==> src/rtl/rk8je_pkg.sv <==
// Shared definitions for the RK8-E data-break transfer sequencer.
package rk8je_pkg;

    typedef enum logic [2:0] {
        ST_IDLE,
        ST_BUFRD,
        ST_DMAREQ,
        ST_BUFWR,
        ST_FINISH
    } state_t;

    typedef logic [11:0] word_t;

    localparam logic [8:0] WC_HALF = 9'd128;
    localparam logic [8:0] WC_FULL = 9'd256;

    function automatic logic [8:0] blk_words(input logic half);
        return half ? WC_HALF : WC_FULL;
    endfunction

endpackage

==> src/rtl/rk8je_xfer_seq_if.sv <==
// Sector-buffer port plus data-break (DMA) request/ack bus of the transfer sequencer.
interface rk8je_xfer_seq_if;
    import rk8je_pkg::*;

    logic [7:0]  bufaddr;
    word_t       bufwdata;
    logic        bufwena;
    word_t       bufrdata;
    logic        dmareq;
    logic        dmawrite;
    logic [14:0] dmaaddr;
    word_t       dmawdata;
    logic        dmaack;
    word_t       dmardata;

    modport master (
        output bufaddr, bufwdata, bufwena, dmareq, dmawrite, dmaaddr, dmawdata,
        input  bufrdata, dmaack, dmardata
    );

    modport slave (
        input  bufaddr, bufwdata, bufwena, dmareq, dmawrite, dmaaddr, dmawdata,
        output bufrdata, dmaack, dmardata
    );

endinterface

==> src/rtl/rk8je_wdog.sv <==
// Data-break watchdog: counts cycles while restart is low, expire on the TIMEOUT-th cycle.
// Combinational expire, one register stage; saturates until restarted.
module rk8je_wdog #(
    parameter int TIMEOUT = 1023
) (
    input  logic CLOCK,
    input  logic RESET,
    input  logic restart,
    output logic expire
);
    localparam int W = $clog2(TIMEOUT + 1);
    localparam logic [W-1:0] LAST = W'(TIMEOUT - 1);

    logic [W-1:0] cnt;

    always_ff @(posedge CLOCK or posedge RESET) begin
        if (RESET) begin
            cnt <= '0;
        end else if (restart) begin
            cnt <= '0;
        end else if (cnt != LAST) begin
            cnt <= cnt + W'(1);
        end
    end

    assign expire = !restart && (cnt == LAST);

endmodule

==> src/rtl/rk8je_xfer_seq.sv <==
// RK8-E sector transfer sequencer: moves 128/256 words between disk buffer and memory via data break.
// One word per BUFRD+DMAREQ (write) or DMAREQ+BUFWR (read); DMAREQ holds until dmaack or watchdog expiry.
module rk8je_xfer_seq
    import rk8je_pkg::*;
#(
    parameter int TIMEOUT = 1023
) (
    input  logic                     CLOCK,
    input  logic                     RESET,
    input  logic                     start,
    input  logic                     abort,
    input  logic                     wrmem,
    input  logic                     halfblk,
    input  logic [2:0]               memfld,
    input  logic [11:0]              memaddr_in,
    output logic                     busy,
    output logic                     done,
    output logic                     timerr,
    output logic [11:0]              memaddr_out,
    output logic [8:0]               wordcnt,
    rk8je_xfer_seq_if.master         bus
);
    state_t      state, state_nx;
    logic [2:0]  fld_q;
    word_t       addr_q;
    logic [8:0]  cnt_q;
    logic [7:0]  ba_q;
    logic        wr_q;
    word_t       wdata_q;
    word_t       bwdata_q;
    logic        rd_pend;
    logic        timerr_q;
    logic        expire;
    logic        load, step, cap_rd, set_terr, last;

    // Watchdog runs only while requesting; every DMAREQ entry starts from zero.
    rk8je_wdog #(.TIMEOUT(TIMEOUT)) u_wdog (
        .CLOCK   (CLOCK),
        .RESET   (RESET),
        .restart (state != ST_DMAREQ),
        .expire  (expire)
    );

    assign last = (cnt_q == 9'd1);

    always_ff @(posedge CLOCK or posedge RESET) begin
        if (RESET) state <= ST_IDLE;
        else       state <= state_nx;
    end

    always_comb begin
        state_nx = state;
        load     = 1'b0;
        step     = 1'b0;
        cap_rd   = 1'b0;
        set_terr = 1'b0;
        if (abort) begin
            state_nx = ST_IDLE;
        end else begin
            case (state)
                ST_IDLE: if (start) begin
                    load     = 1'b1;
                    state_nx = wrmem ? ST_BUFRD : ST_DMAREQ;
                end
                ST_BUFRD: state_nx = ST_DMAREQ;
                ST_DMAREQ: begin
                    // An ack in the expiry cycle still completes the word.
                    if (bus.dmaack) begin
                        if (wr_q) begin
                            step     = 1'b1;
                            state_nx = last ? ST_FINISH : ST_BUFRD;
                        end else begin
                            cap_rd   = 1'b1;
                            state_nx = ST_BUFWR;
                        end
                    end else if (expire) begin
                        set_terr = 1'b1;
                        state_nx = ST_FINISH;
                    end
                end
                ST_BUFWR: begin
                    step     = 1'b1;
                    state_nx = last ? ST_FINISH : ST_DMAREQ;
                end
                ST_FINISH: state_nx = ST_IDLE;
                default:   state_nx = ST_IDLE;
            endcase
        end
    end

    always_ff @(posedge CLOCK or posedge RESET) begin
        if (RESET) begin
            fld_q    <= '0;
            addr_q   <= '0;
            cnt_q    <= '0;
            ba_q     <= '0;
            wr_q     <= 1'b0;
            wdata_q  <= '0;
            bwdata_q <= '0;
            rd_pend  <= 1'b0;
            timerr_q <= 1'b0;
        end else begin
            rd_pend <= (state == ST_BUFRD) && !abort;
            if (load) begin
                fld_q    <= memfld;
                addr_q   <= memaddr_in;
                wr_q     <= wrmem;
                cnt_q    <= blk_words(halfblk);
                ba_q     <= '0;
                timerr_q <= 1'b0;
            end
            if (step) begin
                addr_q <= addr_q + 12'd1;
                ba_q   <= ba_q + 8'd1;
                cnt_q  <= cnt_q - 9'd1;
            end
            if (rd_pend)  wdata_q  <= bus.bufrdata;
            if (cap_rd)   bwdata_q <= bus.dmardata;
            if (set_terr) timerr_q <= 1'b1;
        end
    end

    // Buffer data arrives in the first DMAREQ cycle; bypass it until the capture register holds it.
    assign bus.dmawdata = rd_pend ? bus.bufrdata : wdata_q;
    assign bus.dmareq   = (state == ST_DMAREQ);
    assign bus.dmawrite = (state == ST_DMAREQ) && wr_q;
    assign bus.dmaaddr  = {fld_q, addr_q};
    assign bus.bufaddr  = ba_q;
    assign bus.bufwdata = bwdata_q;
    assign bus.bufwena  = (state == ST_BUFWR);

    assign busy        = (state != ST_IDLE);
    assign done        = (state == ST_FINISH);
    assign timerr      = timerr_q;
    assign memaddr_out = addr_q;
    assign wordcnt     = cnt_q;

endmodule
==> src/flat_wrapper.sv <==
// flat-port wrapper written by rule: the top's interface ports become plain ports
module rk8je_xfer_seq_flat import rk8je_pkg::*;
#(
    parameter int TIMEOUT = 1023
)
  (CLOCK, RESET, start, abort, wrmem, halfblk, memfld, memaddr_in, busy, done, timerr, memaddr_out, wordcnt, bus_bufaddr, bus_bufwdata, bus_bufwena, bus_dmareq, bus_dmawrite, bus_dmaaddr, bus_dmawdata, bus_bufrdata, bus_dmaack, bus_dmardata);
  rk8je_xfer_seq_if bus_i ();
  input  logic CLOCK;
  input  logic RESET;
  input  logic start;
  input  logic abort;
  input  logic wrmem;
  input  logic halfblk;
  input  logic [2:0] memfld;
  input  logic [11:0] memaddr_in;
  output logic busy;
  output logic done;
  output logic timerr;
  output logic [11:0] memaddr_out;
  output logic [8:0] wordcnt;
  output wire logic [$bits(bus_i.bufaddr)-1:0] bus_bufaddr;
  output wire logic [$bits(bus_i.bufwdata)-1:0] bus_bufwdata;
  output wire logic [$bits(bus_i.bufwena)-1:0] bus_bufwena;
  output wire logic [$bits(bus_i.dmareq)-1:0] bus_dmareq;
  output wire logic [$bits(bus_i.dmawrite)-1:0] bus_dmawrite;
  output wire logic [$bits(bus_i.dmaaddr)-1:0] bus_dmaaddr;
  output wire logic [$bits(bus_i.dmawdata)-1:0] bus_dmawdata;
  input wire logic [$bits(bus_i.bufrdata)-1:0] bus_bufrdata;
  input wire logic [$bits(bus_i.dmaack)-1:0] bus_dmaack;
  input wire logic [$bits(bus_i.dmardata)-1:0] bus_dmardata;
  assign bus_bufaddr = bus_i.bufaddr;
  assign bus_bufwdata = bus_i.bufwdata;
  assign bus_bufwena = bus_i.bufwena;
  assign bus_dmareq = bus_i.dmareq;
  assign bus_dmawrite = bus_i.dmawrite;
  assign bus_dmaaddr = bus_i.dmaaddr;
  assign bus_dmawdata = bus_i.dmawdata;
  assign bus_i.bufrdata = bus_bufrdata;
  assign bus_i.dmaack = bus_dmaack;
  assign bus_i.dmardata = bus_dmardata;
  rk8je_xfer_seq #(.TIMEOUT(TIMEOUT)) u_core (.CLOCK(CLOCK), .RESET(RESET), .start(start), .abort(abort), .wrmem(wrmem), .halfblk(halfblk), .memfld(memfld), .memaddr_in(memaddr_in), .busy(busy), .done(done), .timerr(timerr), .memaddr_out(memaddr_out), .wordcnt(wordcnt), .bus(bus_i));
endmodule
==> config.mk <==
export PLATFORM = sky130hd
export DESIGN_NAME = rk8je_xfer_seq_flat
export DESIGN_NICKNAME = d
export VERILOG_FILES = /design/src/rtl/rk8je_pkg.sv /design/src/rtl/rk8je_xfer_seq_if.sv /design/src/rtl/rk8je_wdog.sv /design/src/rtl/rk8je_xfer_seq.sv /design/src/flat_wrapper.sv
export SDC_FILE = /design/constraint.sdc
export NUM_CORES = 1
export LEC_CHECK = 0
export CORE_ASPECT_RATIO = 1.75
export CORE_MARGIN = 1
export CORE_UTILIZATION = 45
export CTS_CLUSTER_SIZE = 20
export DETAILED_ROUTE_END_ITERATION = 7
export GPL_ROUTABILITY_DRIVEN = 0
export PLACE_DENSITY = 0.76
export SETUP_SLACK_MARGIN = 0.02
export SYNTH_ARGS = -nofsm -noshare
export SYNTH_HDL_FRONTEND = slang
export SYNTH_SLANG_ARGS = --single-unit
==> constraint.sdc <==
create_clock -name CLOCK -period 3.7 [get_ports CLOCK]
set_input_delay 0.555 -clock CLOCK [delete_from_list [all_inputs] [get_ports CLOCK]]
set_output_delay 0.555 -clock CLOCK [all_outputs]
set_load 0.01 [all_outputs]
; ---- Word level (Yosys, flattened, before mapping)
; Cells that the tools add are included.
; W data, S select, Z words.
[classes]
add_sub_neg = 4
n_eq_ne = 10
mux = 36
n_reduce_logical = 11
[op_table]
columns = operator, count
row1 = $mux W12, 3
row2 = $mux W9, 3
row3 = $mux W3, 7
row4 = $mux W10, 2
row5 = $mux W1, 16
row6 = $mux W8, 2
row7 = $add A12 B1 Y12 const B, 1
row8 = $pmux W3 S4, 1
row9 = $add A10 B1 Y10 const B, 1
row10 = $eq A10 B10 Y1 const B, 1
row11 = $ne A10 B10 Y1 const B, 1
row12 = $eq A9 B1 Y1 const B, 1
row13 = $sub A9 B1 Y9 const B, 1
row14 = $add A8 B1 Y8 const B, 1
row15 = $eq A3 B2 Y1 const B, 2
row16 = $reduce_bool A2 Y1, 3
row17 = $ne A4 B2 Y1 const B, 1
row18 = $eq A3 B1 Y1 const B, 1
row19 = $eq A3 B3 Y1 const B, 1
row20 = $logic_and A1 B1 Y1, 3
row21 = $logic_not A3 Y1, 1
row22 = $ne A3 B2 Y1 const B, 1
row23 = $ne A3 B3 Y1 const B, 1
row24 = $reduce_bool A3 Y1, 1
row25 = other kinds (4), 5
[word_totals]
reg_bits = 72
inputBits = 46
out_inout_bits = 74
word_cells = 72

; ---- Depth between registers and ports, before layout
[logic_depth]
word_depth = 8
mapped_depth = 7
mapped_depth_nobuf = 6

; ---- By module
; Synthesis repeated with hierarchy kept, for this count alone.
[hier_totals]
hier_cells = 348
hier_area_um2 = 3713.6
[by_module_without_submodules]
columns = mod, instances, cells_per_inst, area_per_inst_um2, seq_area_each_um2
row1 = rk8je_xfer_seq, 1, 286, 3064.2, 1551.5
row2 = rk8je_wdog, 1, 62, 649.4, 250.2

; ---- Least setup slack after synthesis
; Ideal clock, no wire load.
[synth_path]
path_type = reg-to-reg
from = register u_core.state[0]
to = register u_core.bwdata_q[0] (netlist: u_core.bus.bufwdata[0])
setup_time_ns = 0.125
t_arrival_ns = 1.826
t_required_ns = 3.575
setup_slack_ns = 1.749
path_stages_with_launch = 8
path_buffers = 2
synth_period_minus_slack_ns = 1.951
path_cell_list = dfrtp_1 > buf_6 > or3b_4 > clkinv_2 > nand2_1 > or3_4 > buf_6 > mux2_4
[synth_between]
elab_chain_cells = 3
[synth_rtl]
columns = item, line
row1 = start: declaration, rk8je_xfer_seq.sv:23  ; state_t state, state_nx;
row2 = start signal: assignment, rk8je_xfer_seq.sv:48  ; else state <= state_nx;
row3 = $eq A3 B2 Y1, --
row4 = net bus_dmareq, flat_wrapper.sv:24  ; output wire logic [$bits(bus_i.dmareq)-1:0] bus_dmareq;
row5 = $mux W1, rk8je_xfer_seq.sv:60  ; case (state)
row6 = $mux W1, rk8je_xfer_seq.sv:57  ; if (abort) begin
row7 = end signal: assignment, rk8je_xfer_seq.sv:118  ; if (cap_rd) bwdata_q <= bus.dmardata;
row8 = end: declaration, rk8je_xfer_seq.sv:30  ; word_t bwdata_q;
; The timed path passes the listed nets, and every way through them passes these cells.
; A chain may end at the register's enable or synchronous reset.

; ---- Worst setup path in the final report
[layout_path]
from = register u_core.state[0]
to = output port bus_dmawrite
[layout_between]
elab_chain_cells = 2
[layout_rtl]
columns = item, line
row1 = $eq A3 B2 Y1, rk8je_xfer_seq.sv:126  ; assign bus.dmawrite = (state == ST_DMAREQ) && wr_q;
row2 = $logic_and A1 B1 Y1, rk8je_xfer_seq.sv:126
row3 = end: declaration, flat_wrapper.sv:25  ; output wire logic [$bits(bus_i.dmawrite)-1:0] bus_dmawrite;
; Every way passes these cells.

==> summary.md <==
| Metric | Value |
|---|---|
| EDFF count, synth | `0` |
| DRT iter0 DRCs | `193` |
| Mean post-synth cell area | `10.74 um2` |
| Starting Density | `0.4689` |
| Flop-to-flop setup slack | `1.50 ns` |
| Final ANT Viol Nets | `0` |
| Core Util, Final | `0.6556` |
| Distinct cells, synth | `56` |
| Bufs on Longest Clock Path | `2` |
| Critical Path RT | `3.14 ns` |
| Primary FF master, synth | `dfrtp_1` |
| FF+latch count, synth | `72` |
| # setup viols final | `0` |
| Power density over cell area | `655.1 nW/um2` |
| Hold Path End | `u_core.timerr` |
| RR Endpoint | `u_core.wordcnt[4]` |
| Max Freq | `373.1 MHz` |
| Clock Root Buffer | `clkbuf_16` |
| Via count | `3,086` |
| Die X | `69.59 um` |
| Slowest cell delay on critical path | `0.53 ns` |
| Number of max-cap violations | `0` |
| # rows | `42` |
| Final Instance Area | `5030 um2` |
| Clk sinks | `72` |
| Cells along the critical path | `or3b_4, clkinv_2, and2_1, clkdlybuf4s50_1` |
| Commonest non-fill, non-tap cell in the layout | `clkdlybuf4s50_1` |
| Hold path startpoint | `u_core.timerr` |
| Crit-path max FO | `12` |
| Share of cells above drive strength 1 | `0.1163` |
| CP arrival | `2.13 ns` |
| Clock-pin slew on the worst setup and hold paths | `0.06 ns` |
| Final antenna diode count | `0` |
| Clock Skews | `0.008549 ns` |
| LEAKAGE | `2.162 nW` |
| Initial antenna violation count | `0` |
| Vias in the first global route | `3,019` |
| WL/cell | `16.80 um` |
| Setup bufs post-CTS | `0` |
| Cell taking the most area after synthesis | `dfrtp_1` |
| Core Area | `7672 um2` |
| Vias/cell | `5.768` |
| Fin crit period | `2.681 ns` |
| Worst Tran Pin Value | `0.9137 ns` |
| Most frequent cells in the layout | `119 x clkdlybuf4s50_1, 72 x dfrtp_1, 40 x nand2_1, 18 x nand3_1, 14 x mux2_2` |
| # port buffers | `119` |
| Mapped Area | `3597 um2` |
| Post-synthesis sequential area ratio | `0.5009` |
| Critical path endpoint category | `output port` |
| Worst slew margin | `0.3909` |
| Syn-to-layout area delta | `39.83%` |
| Worst reg-to-reg path cell count | `4` |
| RSZ-0062 raised after global routing | `false` |
| Worst vdd ir | `0.3793 mV` |
| Gr usage total | `0.2212` |
| Slowest-stage cell, CP | `or3b_4` |
| TNS Setup | `0 ns` |
| Worst Hold Class | `flop to flop` |
| Grt ovf | `0` |
| Period Utilization, post-route | `0.7245` |
| R2R Path Start | `u_core.state[1]` |
| Die H | `120.3 um` |
| Routed WL | `8.987 mm` |
| Syn_nets | `387` |
| Io pins | `120` |
| Htree depth | `3` |
| Post-Syn Instances | `335` |
| Kind of critical path | `flop to output port` |
| Crit path launch type | `flop` |
| Worst hold path depth | `2` |
| CTS tree | `done` |
| CTS Hold Bufs | `0` |
| Placed cell area | `4756 um2` |
| Final Max Slew Viols | `0` |
| DRT Pass-1 Iters | `4` |
| First-pass GRT wire length | `14.55 mm` |
| Share of flip-flops with an asynchronous set or reset | `1.000` |
| Die Footprint | `8369 um2` |
| Residual DRC | `0` |
| Final HPWL DP | `6.400 mm` |
| Final Hold Viols | `0` |
| Largest net degree at the start of global routing | `73` |
| TritonCTS Buffers | `9` |
| Cts repair resizes | `0` |
| Clk_lat worst skew | `0.33 ns` |
| Yosys top cell area share | `0.5009` |
| YS warnings | `0` |
| Outcome | `completed` |
| Nets | `494` |
| Synth top area cells | `dfrtp_1 50%, mux2_2 4.4%, mux2_4 4.2%` |
-- layer usage --
metal  vias up  track usage  routed length, um
li1       1430            -                  -
met4         0       0.1161                274
met2       122       0.3975               4817
met3        24      0.05167                529
met1      1510       0.2371               3366
met5         -            0                  0
-- how the worst max path moves through the flow --
stage                    startpoint                     to  slack [ns]
floorplan                     RESET  u_core.bus.bufaddr[0]        1.32
global placement              abort      u_core.wordcnt[4]        0.93
detailed placement            abort      u_core.wordcnt[4]        0.85
CTS                 u_core.state[1]           bus_dmawrite        1.01
global route        u_core.state[1]           bus_dmawrite        0.92
finish              u_core.state[0]           bus_dmawrite        1.02
-- flip-flops by register name (all words and copies together), names as in the netlist --
name and flops:
u_core.bus.bufwdata 12, u_core.memaddr_out 12, u_core.wdata_q 12, u_core.u_wdog.cnt 10, u_core.wordcnt 9, u_core.bus.bufaddr 8, u_core.fld_q 3, u_core.state 3
u_core.rd_pend 1, u_core.timerr 1, u_core.wr_q 1
-- worst max-delay path, delay by kind of cell, from the launching register on --
family                 cells  cell delay, ns
buffers and inverters      2            0.65
DFF                        1            0.48
and+or+nand+nor            2            0.66
-- synth_stat cells (2+ instances only) --
master,instances
buf_4,13
a21o_1,5
and4_1,5
or3_1,3
mux2_2,14
o21a_1,3
nand4_1,6
a211oi_1,2
buf_2,3
clkbuf_1,7
a31oi_1,3
and3_1,4
a22o_1,3
a21oi_1,9
dfrtp_1,72
ha_1,6
or4_1,4
a22oi_1,3
a221o_1,4
o311ai_0,3
nand3_1,18
mux2i_1,7
nand2b_1,2
nor3b_1,2
o211ai_1,4
nor4b_1,2
inv_1,11
o21ai_0,11
nand2_1,40
o22ai_1,3
xnor2_1,4
nor3_1,10
a32oi_1,2
buf_6,2
nor4_1,4
nor2_1,11
and2_1,2
mux2_4,10
-- cell type report --
type	count	area, um2
flip-flops and latches	72	1802
fillers	636	2643
inverters	12	46.29
well taps	88	110.1
clock buffers	9	225.2
multi-input cells	225	1584
clock inverters	7	48.80
repair buffers	122	1214
-- per-stage QoR --
step / hold slack, ns / setup slack [ns] / cells / total power [W]
global placement: 0.4623 / 0.9317 / 519 / 0.002497
global route: 0.5068 / 0.9249 / 535 / 0.003473
floorplan: 0.5089 / 1.320 / 335 / 0.001857
detailed placement: 0.4666 / 0.8459 / 519 / 0.002524
finish: 0.4810 / 1.020 / 535 / 0.003295
CTS: 0.4811 / 1.010 / 535 / 0.003327
-- power breakdown --
part           total (W)  switching [W]  internal (W)
Combinational    0.00128       0.000510      0.000768
Sequential       0.00123       0.000212       0.00102
Clock           0.000785       0.000332      0.000453
Total            0.00330        0.00106       0.00224
-- logic make-up (layout without fill, tap and decap cells) --
logic type | Yosys count | after routing | synth area share
AO/OA/AOI/OAI | 63 | 63 | 0.1252
XOR/XNOR | 5 | 5 | 0.01217
adder cells (fa/ha/maj) | 6 | 6 | 0.02087
buffers and inverters | 38 | 150 | 0.05878
flip-flops | 72 | 72 | 0.5009
multiplexers | 31 | 31 | 0.1050
AND/OR/NAND/NOR | 120 | 120 | 0.1770
(Power assumes the default switching activity.)
